==> config.mk <==
export PLATFORM = sky130hd
export DESIGN_NAME = bram_arbiter
export DESIGN_NICKNAME = d
export VERILOG_FILES = /design/src/rtl/bram_arbiter_pkg.sv /design/src/rtl/bram_arbiter_rr_pick.sv /design/src/rtl/bram_arbiter.sv
export SDC_FILE = /design/constraint.sdc
export NUM_CORES = 1
export LEC_CHECK = 0
export ABC_AREA = 1
export BUFFER_PORTS_ARGS = -buffer_cell sky130_fd_sc_hd__clkbuf_2
export CAP_MARGIN = 20
export CORE_MARGIN = 3
export CORE_UTILIZATION = 25
export DETAILED_ROUTE_END_ITERATION = 7
export PLACE_DENSITY_LB_ADDON = 0.3
export SLEW_MARGIN = 25
export SYNTH_ARGS = -nofsm -noshare
export SYNTH_HDL_FRONTEND = slang
export SYNTH_SLANG_ARGS = --single-unit
==> constraint.sdc <==
create_clock -name clk -period 1.84 [get_ports clk]
set_input_delay 0 -clock clk [delete_from_list [all_inputs] [get_ports clk]]
set_output_delay 0 -clock clk [all_outputs]
set_load 0.1 [all_outputs]
==> src/rtl/bram_arbiter_pkg.sv <==
// Shared definitions for the BRAM arbiter.
//   AW, DW       : default memory address / data widths
//   MAX_BURST    : default maximum accesses per grant
//   REQ_*        : requester indices (bit positions in req/gnt/rvalid)
//   state_t      : arbiter FSM states
//   onehot4()    : 2-bit index to 4-bit one-hot vector
package bram_arbiter_pkg;

   localparam int AW        = 13;
   localparam int DW        = 8;
   localparam int MAX_BURST = 256;

   localparam logic [1:0] REQ_CHECK = 2'd0;
   localparam logic [1:0] REQ_LDIN  = 2'd1;
   localparam logic [1:0] REQ_LDW   = 2'd2;
   localparam logic [1:0] REQ_OUT   = 2'd3;

   typedef enum logic {
      ST_IDLE = 1'b0,
      ST_BUSY = 1'b1
   } state_t;

   function automatic logic [3:0] onehot4(input logic [1:0] idx);
      onehot4 = 4'b0001 << idx;
   endfunction

endpackage

==> src/rtl/bram_arbiter_rr_pick.sv <==
// Combinational winner selection for the BRAM arbiter.
//   req    : request vector (bit 0 = check, absolute priority)
//   rr     : round-robin start point among requesters 1..3
//   winner : index of the selected requester (0 when nothing is requested)
//   any    : at least one request present
module rr_pick
   import bram_arbiter_pkg::*;
(
   input  logic [3:0] req,
   input  logic [1:0] rr,
   output logic [1:0] winner,
   output logic       any
);

   logic [1:0] cand;
   logic       found;

   assign any = |req;

   always_comb begin
      winner = REQ_CHECK;
      found  = 1'b0;
      // rr never legitimately holds 0; treat it as 1 so the scan stays in 1..3
      cand   = (rr == 2'd0) ? 2'd1 : rr;
      if (req[REQ_CHECK]) begin
         found = 1'b1;
      end
      for (int k = 0; k < 3; k++) begin
         if (!found && req[cand]) begin
            winner = cand;
            found  = 1'b1;
         end
         cand = (cand == 2'd3) ? 2'd1 : cand + 2'd1;
      end
   end

endmodule

==> src/rtl/bram_arbiter.sv <==
// Four-requester arbiter in front of a single-port BRAM.
//   clk, rst          : clock, asynchronous active-high reset
//   req/last/we       : per-requester request, end-of-burst flag, write enable
//   addr/wdata        : per-requester address and write data, packed by index
//   gnt               : registered one-hot grant
//   rvalid/rdata      : one-hot read strobe one cycle after a read, shared data
//   mem_we/addr/din   : BRAM port driven from the owner while an access fires
//   mem_dout          : BRAM read data (one cycle latency)
//   busy              : FSM is in BUSY
module bram_arbiter #(
   parameter int AW        = bram_arbiter_pkg::AW,
   parameter int DW        = bram_arbiter_pkg::DW,
   parameter int MAX_BURST = bram_arbiter_pkg::MAX_BURST
) (
   input  logic            clk,
   input  logic            rst,
   input  logic [3:0]      req,
   input  logic [3:0]      last,
   input  logic [3:0]      we,
   input  logic [4*AW-1:0] addr,
   input  logic [4*DW-1:0] wdata,
   output logic [3:0]      gnt,
   output logic [3:0]      rvalid,
   output logic [DW-1:0]   rdata,
   output logic            mem_we,
   output logic [AW-1:0]   mem_addr,
   output logic [DW-1:0]   mem_din,
   input  logic [DW-1:0]   mem_dout,
   output logic            busy
);
   import bram_arbiter_pkg::*;

   localparam int CW = $clog2(MAX_BURST) + 1;
   localparam logic [CW-1:0] BURST_LAST = CW'(MAX_BURST - 1);

   state_t        state_reg, state_next;
   logic [1:0]    owner_reg, owner_next;
   logic [1:0]    rr_reg, rr_next;
   logic [CW-1:0] cnt_reg, cnt_next;
   logic [3:0]    gnt_reg, gnt_next;
   logic [3:0]    rvalid_reg, rvalid_next;
   logic [AW-1:0] addr_hold_reg;
   logic [DW-1:0] din_hold_reg;

   logic [AW-1:0] addr_arr  [4];
   logic [DW-1:0] wdata_arr [4];

   logic [1:0]    pick_winner;
   logic          pick_any;
   logic          fire;
   logic          release_now;

   for (genvar gi = 0; gi < 4; gi++) begin : g_unpack
      assign addr_arr[gi]  = addr[gi*AW +: AW];
      assign wdata_arr[gi] = wdata[gi*DW +: DW];
   end

   rr_pick u_rr_pick (
      .req    (req),
      .rr     (rr_reg),
      .winner (pick_winner),
      .any    (pick_any)
   );

   // gnt is only ever set for owner_reg, so this is gnt[i] & req[i] for any i
   assign fire = gnt_reg[owner_reg] & req[owner_reg];

   // A burst ends on its last access, when the owner withdraws, or when the
   // access about to fire is the MAX_BURST-th one of this grant.
   assign release_now = !req[owner_reg] ||
                        (fire && (last[owner_reg] || cnt_reg == BURST_LAST));

   always_comb begin
      state_next  = state_reg;
      owner_next  = owner_reg;
      rr_next     = rr_reg;
      cnt_next    = cnt_reg;
      gnt_next    = gnt_reg;
      rvalid_next = (fire && !we[owner_reg]) ? onehot4(owner_reg) : 4'b0000;
      case (state_reg)
         ST_IDLE: begin
            gnt_next = 4'b0000;
            if (pick_any) begin
               owner_next = pick_winner;
               cnt_next   = '0;
               gnt_next   = onehot4(pick_winner);
               state_next = ST_BUSY;
            end
         end
         ST_BUSY: begin
            if (fire) begin
               cnt_next = cnt_reg + CW'(1);
            end
            if (release_now) begin
               gnt_next   = 4'b0000;
               state_next = ST_IDLE;
               // check does not take part in the rotation
               if (owner_reg != REQ_CHECK) begin
                  rr_next = (owner_reg == REQ_OUT) ? REQ_LDIN : owner_reg + 2'd1;
               end
            end
         end
         default: begin
            state_next = ST_IDLE;
            gnt_next   = 4'b0000;
         end
      endcase
   end

   always_ff @(posedge clk or posedge rst) begin
      if (rst) begin
         state_reg     <= ST_IDLE;
         owner_reg     <= REQ_CHECK;
         rr_reg        <= REQ_LDIN;
         cnt_reg       <= '0;
         gnt_reg       <= 4'b0000;
         rvalid_reg    <= 4'b0000;
         addr_hold_reg <= '0;
         din_hold_reg  <= '0;
      end else begin
         state_reg  <= state_next;
         owner_reg  <= owner_next;
         rr_reg     <= rr_next;
         cnt_reg    <= cnt_next;
         gnt_reg    <= gnt_next;
         rvalid_reg <= rvalid_next;
         if (fire) begin
            addr_hold_reg <= addr_arr[owner_reg];
            din_hold_reg  <= wdata_arr[owner_reg];
         end
      end
   end

   // Idle cycles replay the last driven address/data so the BRAM port is quiet
   assign mem_we   = fire & we[owner_reg];
   assign mem_addr = fire ? addr_arr[owner_reg]  : addr_hold_reg;
   assign mem_din  = fire ? wdata_arr[owner_reg] : din_hold_reg;

   assign gnt    = gnt_reg;
   assign rvalid = rvalid_reg;
   assign rdata  = (|rvalid_reg) ? mem_dout : '0;
   assign busy   = (state_reg == ST_BUSY);

endmodule

==> metrics <==
Max clock buf depth 2; Finished Layout Cells 725; initial antenna violation count 0; Final nets 696; worst slew pin tran 0.784 ns; Max Fanout on Critical Path 7; Final min period 1.91 ns; Max Cap Violations 0; syn avg cell area 6.75 um^2; htree depth 2; Die ar. 12600 um^2; Reg area 1100 um^2; Final Cycle Share 104%; buffers added on ports 144; status finished with violations; DIE HEIGHT 112 um; commonest non-fill, non-tap cell in the layout clkbuf_2; largest net degree at the start of global routing 48; row count 38; Die Span X 112 um; Routed wire per std cell 14.4 um; placed insts 692; global-route wire length before repair 16800 um; Gate Count Post-Synth 419; I/O pin count 145; DR iter-0 viols 91; Via density 4.74; synthesized flop and latch total 43; share of cells above drive strength 1 50.6%; R2R Setup Slk 0.03 ns; Seq/Total Area, Yosys 38.1%; vias post-DR 3436; Crit path required time 1.84 ns; Worst setup SP type flop; cell area after synthesis 2830 um^2; Fillers 1077; Reg clk slew, reported paths 0.06 ns; final number of setup-violating endpoints 21; WHS 0.0597 ns; failing checks negative setup slack; Max Used Layer met4; final core utilization 47.6%; number of flip-flops in the largest register 13; Total Wirelength 10400 um; Initial Util 25.8%; multi-input logic area 2060 um^2; CTS tree done; Synth Warn # 0; Post-DP Area 4410 um^2; number of CTS-inserted buffers 5; post-route ant nets 0; worst relative slew slack 47.6%; count of final max-slew check failures 0; GPL Wtd Cong 0.836; design area 5200 um^2; grt ovf 0; Skew-Pair Late Insertion Delay 0.28 ns; diode count 0; Final Skew 0.00440 ns; setup ws final -0.0659 ns; post-synth cell types 30; clk sink count 43; Data arrival, critical path 1.91 ns; most frequent cells in the layout clkbuf_2 (114), nand2_1 (61), nor2_1 (56), o21ai_0 (44), nand2_4 (42); dpl hpwl 7210 um; net count after synthesis 531; type of destination of the critical path primary output; fmax 525 MHz; clk root buf clkbuf_16; Area growth, synth to finish 84.1%; Hold Fails Final Rpt 0; Tot GR Track Use 16.2%; DRT Pass-1 Iters 5; Min-Delay Path Class primary input to flop; Placeable Area 10900 um^2; Setup Crit Path Kind flop to primary output; met2 WL 5190 um; Met1 Wirelength 4430 um; met3 wire len 646 um; vias in the first global route 3463; # DRC 0; unrepaired setup endpoints after global routing yes
[area by class of cell]
cell class / instances / area share [%]
clock buffers: 6 / 2.48
inverters: 34 / 2.79
well taps: 140 / 3.37
multi-input cells: 321 / 39.7
flip-flops and latches: 43 / 21.1
repair buffers: 176 / 28.5
clock inverters: 2 / 1.15
repair inverters: 3 / 0.938
[timing repair]
item | CTS | global route
endpoints found under the setup margin | 23 | 38
gates cloned | 3 | 1
resized for setup | 25 | 87
endpoints found under the hold margin | 32 | 0
setup buffers | 9 | 13
hold buffers | 1 | 0
pin swaps | 3 | 27
[cell usage after synthesis (all sizes together)]
library cell,instances,area (um^2)
nand2,119,454
nor2,72,280
o21ai,51,255
dfrtp,42,1050
nand3,36,185
inv,34,128
o22ai,22,144
buf,15,93.8
clkbuf,6,22.5
ha,6,75.1
nand4,3,18.8
or2,3,18.8
a21oi,2,10.0
xor2,2,17.5
a31o,1,8.76
a32o,1,10.0
dfstp,1,26.3
nor3,1,5.00
nor4,1,6.26
o41ai,1,16.3
[kinds of logic after synthesis]
family / count (synthesis) / synth area share [%]
AND/OR/NAND/NOR: 235 / 34.3
AO/OA/AOI/OAI: 78 / 15.7
buffers and inverters: 55 / 8.63
flip-flops: 43 / 38.1
adder cells (fa/ha/maj): 6 / 2.66
XOR/XNOR: 2 / 0.620
[final timing paths]
kind	cells after the start	startpoint	endpoint
worst max-delay path	10	owner_reg[0]	mem_addr[12]
min in group asynchronous	3	rst	addr_hold_reg[10]
worst min-delay path	3	req[0]	gnt[0]
worst min register to register	2	din_hold_reg[2]	din_hold_reg[2]
max in group asynchronous	4	rst	addr_hold_reg[2]
worst max register to register	10	owner_reg[0]	rvalid[1]
[through the flow]
stage	setup TNS (ns)	worst slack, ns
3_3_place_gp	0	0.0463
4_1_cts	-0.0569	-0.0124
5_1_grt	-2.64	-0.134
2_1_floorplan	-0.0121	-0.0121
6_report	-0.765	-0.0659
3_5_place_dp	0	0.00508
[per-layer routing]
metal  track usage [%]  vias to the layer above
met5                 0                        -
met4              3.77                        0
met3              3.56                       15
met2              28.5                      115
met1              20.4                     1611
li1                  -                     1695
[worst max-delay path, cell delays in order, from the launching register on]
cell	delay, ns
dfrtp_2	0.41
clkinv_4	0.12
a21oi_2	0.16
o21ai_1	0.12
nand2_2	0.12
nand2_4	0.10
buf_8	0.17
clkinv_8	0.08
nand2_2	0.05
nand2_2	0.10
buf_12	0.17
Power is not shown: default switching activity piles up to over one toggle a cycle in this logic, so the estimate is an artifact.
